$ cat config.mk
export PLATFORM = sky130hd
export DESIGN_NAME = uart_tx_sched
export DESIGN_NICKNAME = d
export VERILOG_FILES = /design/src/rtl/uart_pkg.sv /design/src/rtl/uart_cycle_timer.sv /design/src/rtl/uart_tx_sched.sv
export SDC_FILE = /design/constraint.sdc
export NUM_CORES = 1
export LEC_CHECK = 0
export CAP_MARGIN = 20
export CORE_ASPECT_RATIO = 1.4
export CORE_MARGIN = 2
export CORE_UTILIZATION = 48
export DETAILED_ROUTE_END_ITERATION = 12
export GPL_TIMING_DRIVEN = 0
export PLACE_DENSITY = 0.75
export REMOVE_ABC_BUFFERS = 1
export SLEW_MARGIN = 40
export SYNTH_ARGS = -nofsm -noshare
export SYNTH_HDL_FRONTEND = slang
export SYNTH_SLANG_ARGS = --single-unit
$ cat constraint.sdc
create_clock -name bclk_in -period 2.73 [get_ports bclk_in]
set_input_delay 0.546 -clock bclk_in [delete_from_list [all_inputs] [get_ports bclk_in]]
set_output_delay 0.546 -clock bclk_in [all_outputs]
set_load 0.1 [all_outputs]
$ cat src/rtl/uart_pkg.sv
// Shared definitions for the UART transmit path.
//   tx_state_t       : scheduler state encoding
//   WLS_*            : line-control word length encodings (5..8 data bits)
//   FRAME_CYCLES_MAX : longest possible frame in bclk cycles (12 bits x 16x)
//   ctr_width()      : width of the shared gap/watchdog counter
package uart_pkg;

    typedef enum logic [2:0] {
        ST_IDLE,
        ST_POP,
        ST_START,
        ST_WAIT,
        ST_GAP,
        ST_BREAK
    } tx_state_t;

    localparam logic [1:0] WLS_5 = 2'd0;
    localparam logic [1:0] WLS_6 = 2'd1;
    localparam logic [1:0] WLS_7 = 2'd2;
    localparam logic [1:0] WLS_8 = 2'd3;

    localparam int FRAME_BITS_MAX   = 12;
    localparam int OSM_MAX          = 16;
    localparam int FRAME_CYCLES_MAX = FRAME_BITS_MAX * OSM_MAX;

    function automatic int ctr_width(input int gap_cycles, input int timeout_cycles);
        int m;
        m = (gap_cycles > timeout_cycles) ? gap_cycles : timeout_cycles;
        return $clog2(m) + 1;
    endfunction

endpackage

$ cat src/rtl/uart_cycle_timer.sv
// Saturating up-counter with clear/enable and a terminal-count flag.
// Ports:
//   clk, rst_n : block clock, async active-low reset
//   clr        : synchronous clear to zero (wins over en)
//   en         : count one step this cycle
//   limit      : terminal-count compare value
//   tc         : high while count == limit
module uart_cycle_timer #(
    parameter int WIDTH = 9
) (
    input  logic             clk,
    input  logic             rst_n,
    input  logic             clr,
    input  logic             en,
    input  logic [WIDTH-1:0] limit,
    output logic             tc
);

    logic [WIDTH-1:0] count;

    always_ff @(posedge clk or negedge rst_n) begin
        if (!rst_n) begin
            count <= '0;
        end else if (clr) begin
            count <= '0;
        end else if (en && (count != '1)) begin
            count <= count + 1'b1;
        end
    end

    assign tc = (count == limit);

endmodule

$ cat src/rtl/uart_tx_sched.sv
// UART transmit scheduler: pops the TX FIFO, latches line control for the
// frame, launches the shifter, waits for finish under a watchdog, inserts an
// optional inter-frame gap and sequences break. Produces THRE/TEMT.
// Build option: define UART_TX_SCHED_BREAK_EN to include the BREAK state;
// otherwise bc_in is ignored and break_out is tied low.
// Ports:
//   bclk_in, rstn_in           : clock, async active-low reset
//   enable_in, bc_in           : transmitter enable, break request
//   wls_in..osm_sel_in         : live line-control fields
//   fifo_empty_in/data_in/rd_out : show-ahead TX FIFO handshake
//   shift_*_out, shift_finish_in : shifter launch, latched fields, finish
//   break_out, char_done_out, err_out, thre_out, temt_out : status
//
// state    | meaning
// ---------+-------------------------------------------------
// IDLE     | waiting for enable and a character (or break)
// POP      | FIFO pop strobe, fields latched at closing edge
// START    | shifter launch pulse visible
// WAIT     | frame in flight, watchdog running
// GAP      | inter-frame idle time
// BREAK    | line forced low while bc_in and enable_in hold
module uart_tx_sched
    import uart_pkg::*;
#(
    parameter int GAP_CYCLES     = 0,
    parameter int TIMEOUT_CYCLES = 256
) (
    input  logic       bclk_in,
    input  logic       rstn_in,
    input  logic       enable_in,
    input  logic [1:0] wls_in,
    input  logic       stb_in,
    input  logic       pen_in,
    input  logic       esp_in,
    input  logic       sp_in,
    input  logic       osm_sel_in,
    input  logic       bc_in,
    input  logic       fifo_empty_in,
    input  logic [7:0] fifo_data_in,
    output logic       fifo_rd_out,
    output logic       shift_start_out,
    output logic [7:0] shift_data_out,
    output logic [1:0] shift_wls_out,
    output logic       shift_stb_out,
    output logic       shift_pen_out,
    output logic       shift_esp_out,
    output logic       shift_sp_out,
    output logic       shift_osm_out,
    input  logic       shift_finish_in,
    output logic       shift_abort_out,
    output logic       break_out,
    output logic       char_done_out,
    output logic       err_out,
    output logic       thre_out,
    output logic       temt_out
);

    localparam int CW = ctr_width(GAP_CYCLES, TIMEOUT_CYCLES);
    // The watchdog flags one count early so that the registered err/abort
    // pulse appears exactly TIMEOUT_CYCLES cycles after the start pulse.
    localparam logic [CW-1:0] WAIT_LIMIT = CW'(TIMEOUT_CYCLES - 2);
    localparam logic [CW-1:0] GAP_LIMIT  = CW'((GAP_CYCLES > 0) ? GAP_CYCLES - 1 : 0);
    localparam tx_state_t     AFTER_FRAME = (GAP_CYCLES > 0) ? ST_GAP : ST_IDLE;

    if (TIMEOUT_CYCLES < 2 || TIMEOUT_CYCLES <= FRAME_CYCLES_MAX) begin : g_bad_timeout
        $error("uart_tx_sched: TIMEOUT_CYCLES shorter than the longest frame");
    end

    tx_state_t       state, state_nxt;
    logic            start_nxt, abort_nxt, done_nxt, err_nxt;
    logic            ctr_clr, ctr_en, ctr_tc;
    logic [CW-1:0]   ctr_limit;
    logic            break_req;

`ifdef UART_TX_SCHED_BREAK_EN
    assign break_req = bc_in;
`else
    logic unused_bc;
    assign break_req = 1'b0;
    assign unused_bc = bc_in;
`endif

    always_comb begin
        state_nxt = state;
        start_nxt = 1'b0;
        abort_nxt = 1'b0;
        done_nxt  = 1'b0;
        err_nxt   = 1'b0;
        ctr_en    = 1'b0;
        ctr_limit = WAIT_LIMIT;
        case (state)
            ST_IDLE: begin
                if (enable_in) begin
                    if (break_req)           state_nxt = ST_BREAK;
                    else if (!fifo_empty_in) state_nxt = ST_POP;
                end
            end
            ST_POP: begin
                start_nxt = 1'b1;
                state_nxt = ST_START;
            end
            ST_START: state_nxt = ST_WAIT;
            ST_WAIT: begin
                // finish outranks both disable and watchdog expiry
                if (shift_finish_in) begin
                    done_nxt  = 1'b1;
                    state_nxt = AFTER_FRAME;
                end else if (!enable_in) begin
                    abort_nxt = 1'b1;
                    state_nxt = ST_IDLE;
                end else if (ctr_tc) begin
                    err_nxt   = 1'b1;
                    abort_nxt = 1'b1;
                    state_nxt = AFTER_FRAME;
                end else begin
                    ctr_en = 1'b1;
                end
            end
            ST_GAP: begin
                ctr_limit = GAP_LIMIT;
                if (!enable_in || ctr_tc) state_nxt = ST_IDLE;
                else                      ctr_en    = 1'b1;
            end
`ifdef UART_TX_SCHED_BREAK_EN
            ST_BREAK: begin
                if (!bc_in || !enable_in) state_nxt = AFTER_FRAME;
            end
`endif
            default: state_nxt = ST_IDLE;
        endcase
    end

    // Every state change restarts the shared counter, so both WAIT and GAP
    // begin counting from zero.
    assign ctr_clr = (state_nxt != state);

    uart_cycle_timer #(.WIDTH(CW)) u_timer (
        .clk   (bclk_in),
        .rst_n (rstn_in),
        .clr   (ctr_clr),
        .en    (ctr_en),
        .limit (ctr_limit),
        .tc    (ctr_tc)
    );

    always_ff @(posedge bclk_in or negedge rstn_in) begin
        if (!rstn_in) begin
            state           <= ST_IDLE;
            shift_start_out <= 1'b0;
            shift_abort_out <= 1'b0;
            char_done_out   <= 1'b0;
            err_out         <= 1'b0;
            shift_data_out  <= '0;
            shift_wls_out   <= '0;
            shift_stb_out   <= 1'b0;
            shift_pen_out   <= 1'b0;
            shift_esp_out   <= 1'b0;
            shift_sp_out    <= 1'b0;
            shift_osm_out   <= 1'b0;
        end else begin
            state           <= state_nxt;
            shift_start_out <= start_nxt;
            shift_abort_out <= abort_nxt;
            char_done_out   <= done_nxt;
            err_out         <= err_nxt;
            if (state == ST_POP) begin
                shift_data_out <= fifo_data_in;
                shift_wls_out  <= wls_in;
                shift_stb_out  <= stb_in;
                shift_pen_out  <= pen_in;
                shift_esp_out  <= esp_in;
                shift_sp_out   <= sp_in;
                shift_osm_out  <= osm_sel_in;
            end
        end
    end

    assign fifo_rd_out = (state == ST_POP);

`ifdef UART_TX_SCHED_BREAK_EN
    assign break_out = (state == ST_BREAK);
`else
    assign break_out = 1'b0;
`endif

    assign thre_out = fifo_empty_in && (state != ST_POP) && (state != ST_START);
    assign temt_out = fifo_empty_in && ((state == ST_IDLE) || (state == ST_BREAK));

endmodule

==> metrics.json <==
{
  "logic_synthesis": {
    "synthAdderAreaFrac_pct": 1.53,
    "synth_simple_gate_area_share_pct": 16.9,
    "synth_enable_flop_cells": 0,
    "synthMostInstantiatedCell": "sky130_fd_sc_hd__dfrtp_1",
    "synth_area_um2": 1640,
    "synth.area.mux_share_pct": 10.3,
    "synth_xor_xnor_area_share_pct": 2.67,
    "synth_sequential_area_ratio_pct": 47.3,
    "yosys_register_bits": 31,
    "share_of_yosys_cell_area_claimed_by_the_top_area_cell_type_pct": 47.3,
    "synth.yosys.warnings": 0,
    "ys.flop_type": "sky130_fd_sc_hd__dfrtp_1",
    "synthCells": 128,
    "synth_compound_area_share_pct": 17.2,
    "async_reset_ff_share_pct": 100,
    "synthDominantAreaCellType": "sky130_fd_sc_hd__dfrtp_1",
    "synth_cell_types": 50,
    "synth_top_family_by_area": "compound AO/OA/AOI/OAI gates",
    "synth_top_cells_by_area": "sky130_fd_sc_hd__dfrtp_1, sky130_fd_sc_hd__mux2_2, sky130_fd_sc_hd__o2bb2a_4",
    "synth.avg_cell_area_um2": 12.8,
    "yosys-top-cells-count": "sky130_fd_sc_hd__dfrtp_1, sky130_fd_sc_hd__mux2_2, sky130_fd_sc_hd__a21oi_1, sky130_fd_sc_hd__or4_1"
  },
  "placed_design": {
    "dpl_worst_slack_ns": 0.289,
    "place_congestion": 0.890,
    "io_buffer_count": 41,
    "dp.final_hpwl_um": 2390
  },
  "run_status": {
    "outcome": "finished, final reports clean"
  },
  "floorplanning": {
    "die-width_um": 53.4,
    "dieHeight_um": 73.2,
    "core_area_um2": 3320,
    "floorplan.rows": 25,
    "num_io_pins": 44,
    "overall_die_area_um2": 3910,
    "initial_core_utilization_pct": 49.5
  },
  "cells_and_area": {
    "seqCellArea_um2": 776,
    "drive_above_1_share_pct": 36.5,
    "n_fill_cell": 282,
    "layout-area-overhead-vs-synth_pct": 26.5,
    "final_net_count": 192,
    "multi_input_area_um2": 826,
    "n_antenna_cell": 0
  },
  "timing": {
    "max_transition_margin_pct": 50.3,
    "post-route-period-util_pct": 83.6,
    "fin_ws_ns": 0.449,
    "setup_viol": 0,
    "finalHoldViolations": 0,
    "worst_pin_slew_ns": 0.743,
    "maximum_clock_skew_at_final_layout_ns": 0.00674,
    "post-route-min-period_ns": 2.28,
    "achievable-frequency_ghz": 0.438,
    "final-max-slew-violation-count": 0,
    "rsz_0062_raised_after_global_routing": "no"
  },
  "drt": {
    "num_vias": 1231,
    "post_drt_wl_per_cell_um": 15.6,
    "detail_route.drc_violations": 0,
    "drt_iter0_drc": 24,
    "drt-pass1-iter-count": 4,
    "route.detailed.vias_per_inst": 5.86,
    "antenna_violating_nets_post_route": 0,
    "drt_wl_total_um": 3290
  },
  "clocking": {
    "worst_setup_hold_path_clk_slew_ns": 0.07,
    "tritoncts": "done",
    "clk_latency_ns": 0.28,
    "h-tree-depth": 2,
    "clk_root_buffer_cell": "sky130_fd_sc_hd__clkbuf_8",
    "holdBufCountCts": 0,
    "cts_buffer_count": 5,
    "cts_num_sinks": 31,
    "cts_max_path_buffers": 2
  },
  "grt": {
    "antenna_found_initial": 0,
    "gr-usage-all-layers_pct": 18.9,
    "grt_max_degree": 32,
    "grt_pass1_wl_um": 5390,
    "grt_remaining_overflow": 0,
    "number_of_global_route_vias_before_repair": 1218
  },
  "worst_setup_path": {
    "highest_fanout_seen_on_the_critical_path": 14,
    "timing_worst_setup_path_type": "flip-flop to flip-flop",
    "critical_path_required_ns": 2.91,
    "critPathLaunchType": "flip-flop",
    "cp.arrival_ns": 2.46,
    "critical_path.endpoint_type": "flip-flop"
  },
  "run": {
    "cap_viol_max_count": 0
  },
  "worst_hold_path": {
    "hp-class": "primary input to asynchronous set/reset pin"
  }
}
what timing repair did:
action / in CTS / in global routing
gates resized for setup: 0 / 0
setup buffers: 1 / 0
endpoints found under the hold margin: 0 / 0
endpoints found under the setup margin: 1 / 0
layout make-up:
class,count,share of cell area (%)
multi-input combinational,88,39.8
sequential,31,37.4
timing repair buffer,42,14.6
clock buffer,6,3.98
tap,40,2.41
clock inverter,2,1.69
inverter,1,0.181
layout by cell type, fill, tap and decap left out, types with 2 or more instances in the layout:
master | Yosys | routed
sky130_fd_sc_hd__dfrtp_1 | 31 | 31
sky130_fd_sc_hd__buf_2 | 4 | 23
sky130_fd_sc_hd__clkdlybuf4s50_1 | 0 | 18
sky130_fd_sc_hd__mux2_2 | 15 | 15
sky130_fd_sc_hd__clkbuf_8 | 0 | 6
sky130_fd_sc_hd__or4_1 | 5 | 5
sky130_fd_sc_hd__a21oi_1 | 5 | 5
sky130_fd_sc_hd__xor2_1 | 4 | 4
sky130_fd_sc_hd__o31ai_1 | 4 | 4
sky130_fd_sc_hd__a22oi_1 | 4 | 4
sky130_fd_sc_hd__o211ai_1 | 3 | 3
sky130_fd_sc_hd__nor3b_4 | 1 | 2
sky130_fd_sc_hd__nand2_1 | 2 | 2
sky130_fd_sc_hd__nor2b_1 | 2 | 2
sky130_fd_sc_hd__o21bai_1 | 2 | 2
sky130_fd_sc_hd__nor2_1 | 2 | 2
sky130_fd_sc_hd__nor3_1 | 2 | 2
sky130_fd_sc_hd__nor4b_1 | 2 | 2
sky130_fd_sc_hd__o31a_1 | 2 | 2
sky130_fd_sc_hd__o2bb2a_4 | 2 | 2
sky130_fd_sc_hd__o2111ai_1 | 2 | 2
sky130_fd_sc_hd__ha_1 | 2 | 2
flip-flops by register name, summed over array words and instances (netlist names), 2 cells and up:
register	count
u_timer.count	9
shift_data_out	8
state	3
shift_wls_out	2
layer usage:
metal,track usage [%],wire (um)
met2,33.7,1710
met4,7.69,60
met3,4.51,214
met5,0,0
met1,20.9,1300
critical path, cell delays in order (launching register included):
cell                       delay, ns
sky130_fd_sc_hd__dfrtp_1        0.54
sky130_fd_sc_hd__or3b_4         0.48
sky130_fd_sc_hd__o41ai_4        0.75
sky130_fd_sc_hd__nor4b_1        0.15
sky130_fd_sc_hd__o2bb2a_4       0.25
final timing paths:
path	startpoint	end	slack (ns)	depth (start not counted)
max	state[1]	u_timer.count[1]	0.45	4
min	rstn_in	state[2]	0.30	1
max reg2reg	state[1]	u_timer.count[1]	0.45	4
min reg2reg	shift_sp_out	shift_sp_out	0.50	1
max in group asynchronous	rstn_in	shift_data_out[2]	1.99	1
min in group bclk_in	shift_sp_out	shift_sp_out	0.50	1
metrics by stage:
| step | util [%] | std cells | setup TNS, ns | hold slack [ns] | area, um^2 |
|---|---|---|---|---|---|
| 2_1_floorplan | - | 120 | -3.93 | 0.250 | 1580 |
| 4_1_cts | 62.6 | 210 | 0 | 0.311 | 2080 |
| 3_3_place_gp | 61.5 | 201 | -0.969 | 0.487 | 2040 |
| 3_5_place_dp | 58.8 | 201 | 0 | 0.489 | 1950 |
| 6_report | 62.6 | 210 | 0 | 0.301 | 2080 |
| 5_1_grt | 62.6 | 210 | 0 | 0.360 | 2080 |
kinds of logic after synthesis:
group	after synthesis
compound gates	31
xor+xnor	5
fa+ha+maj	2
buf+inv	9
flops	31
mux	15
other cells	1
simple gates	34
Power is left out: the tool's default activity adds up to more than one toggle a clock period on the data nets, which glitch-free logic cannot reach.
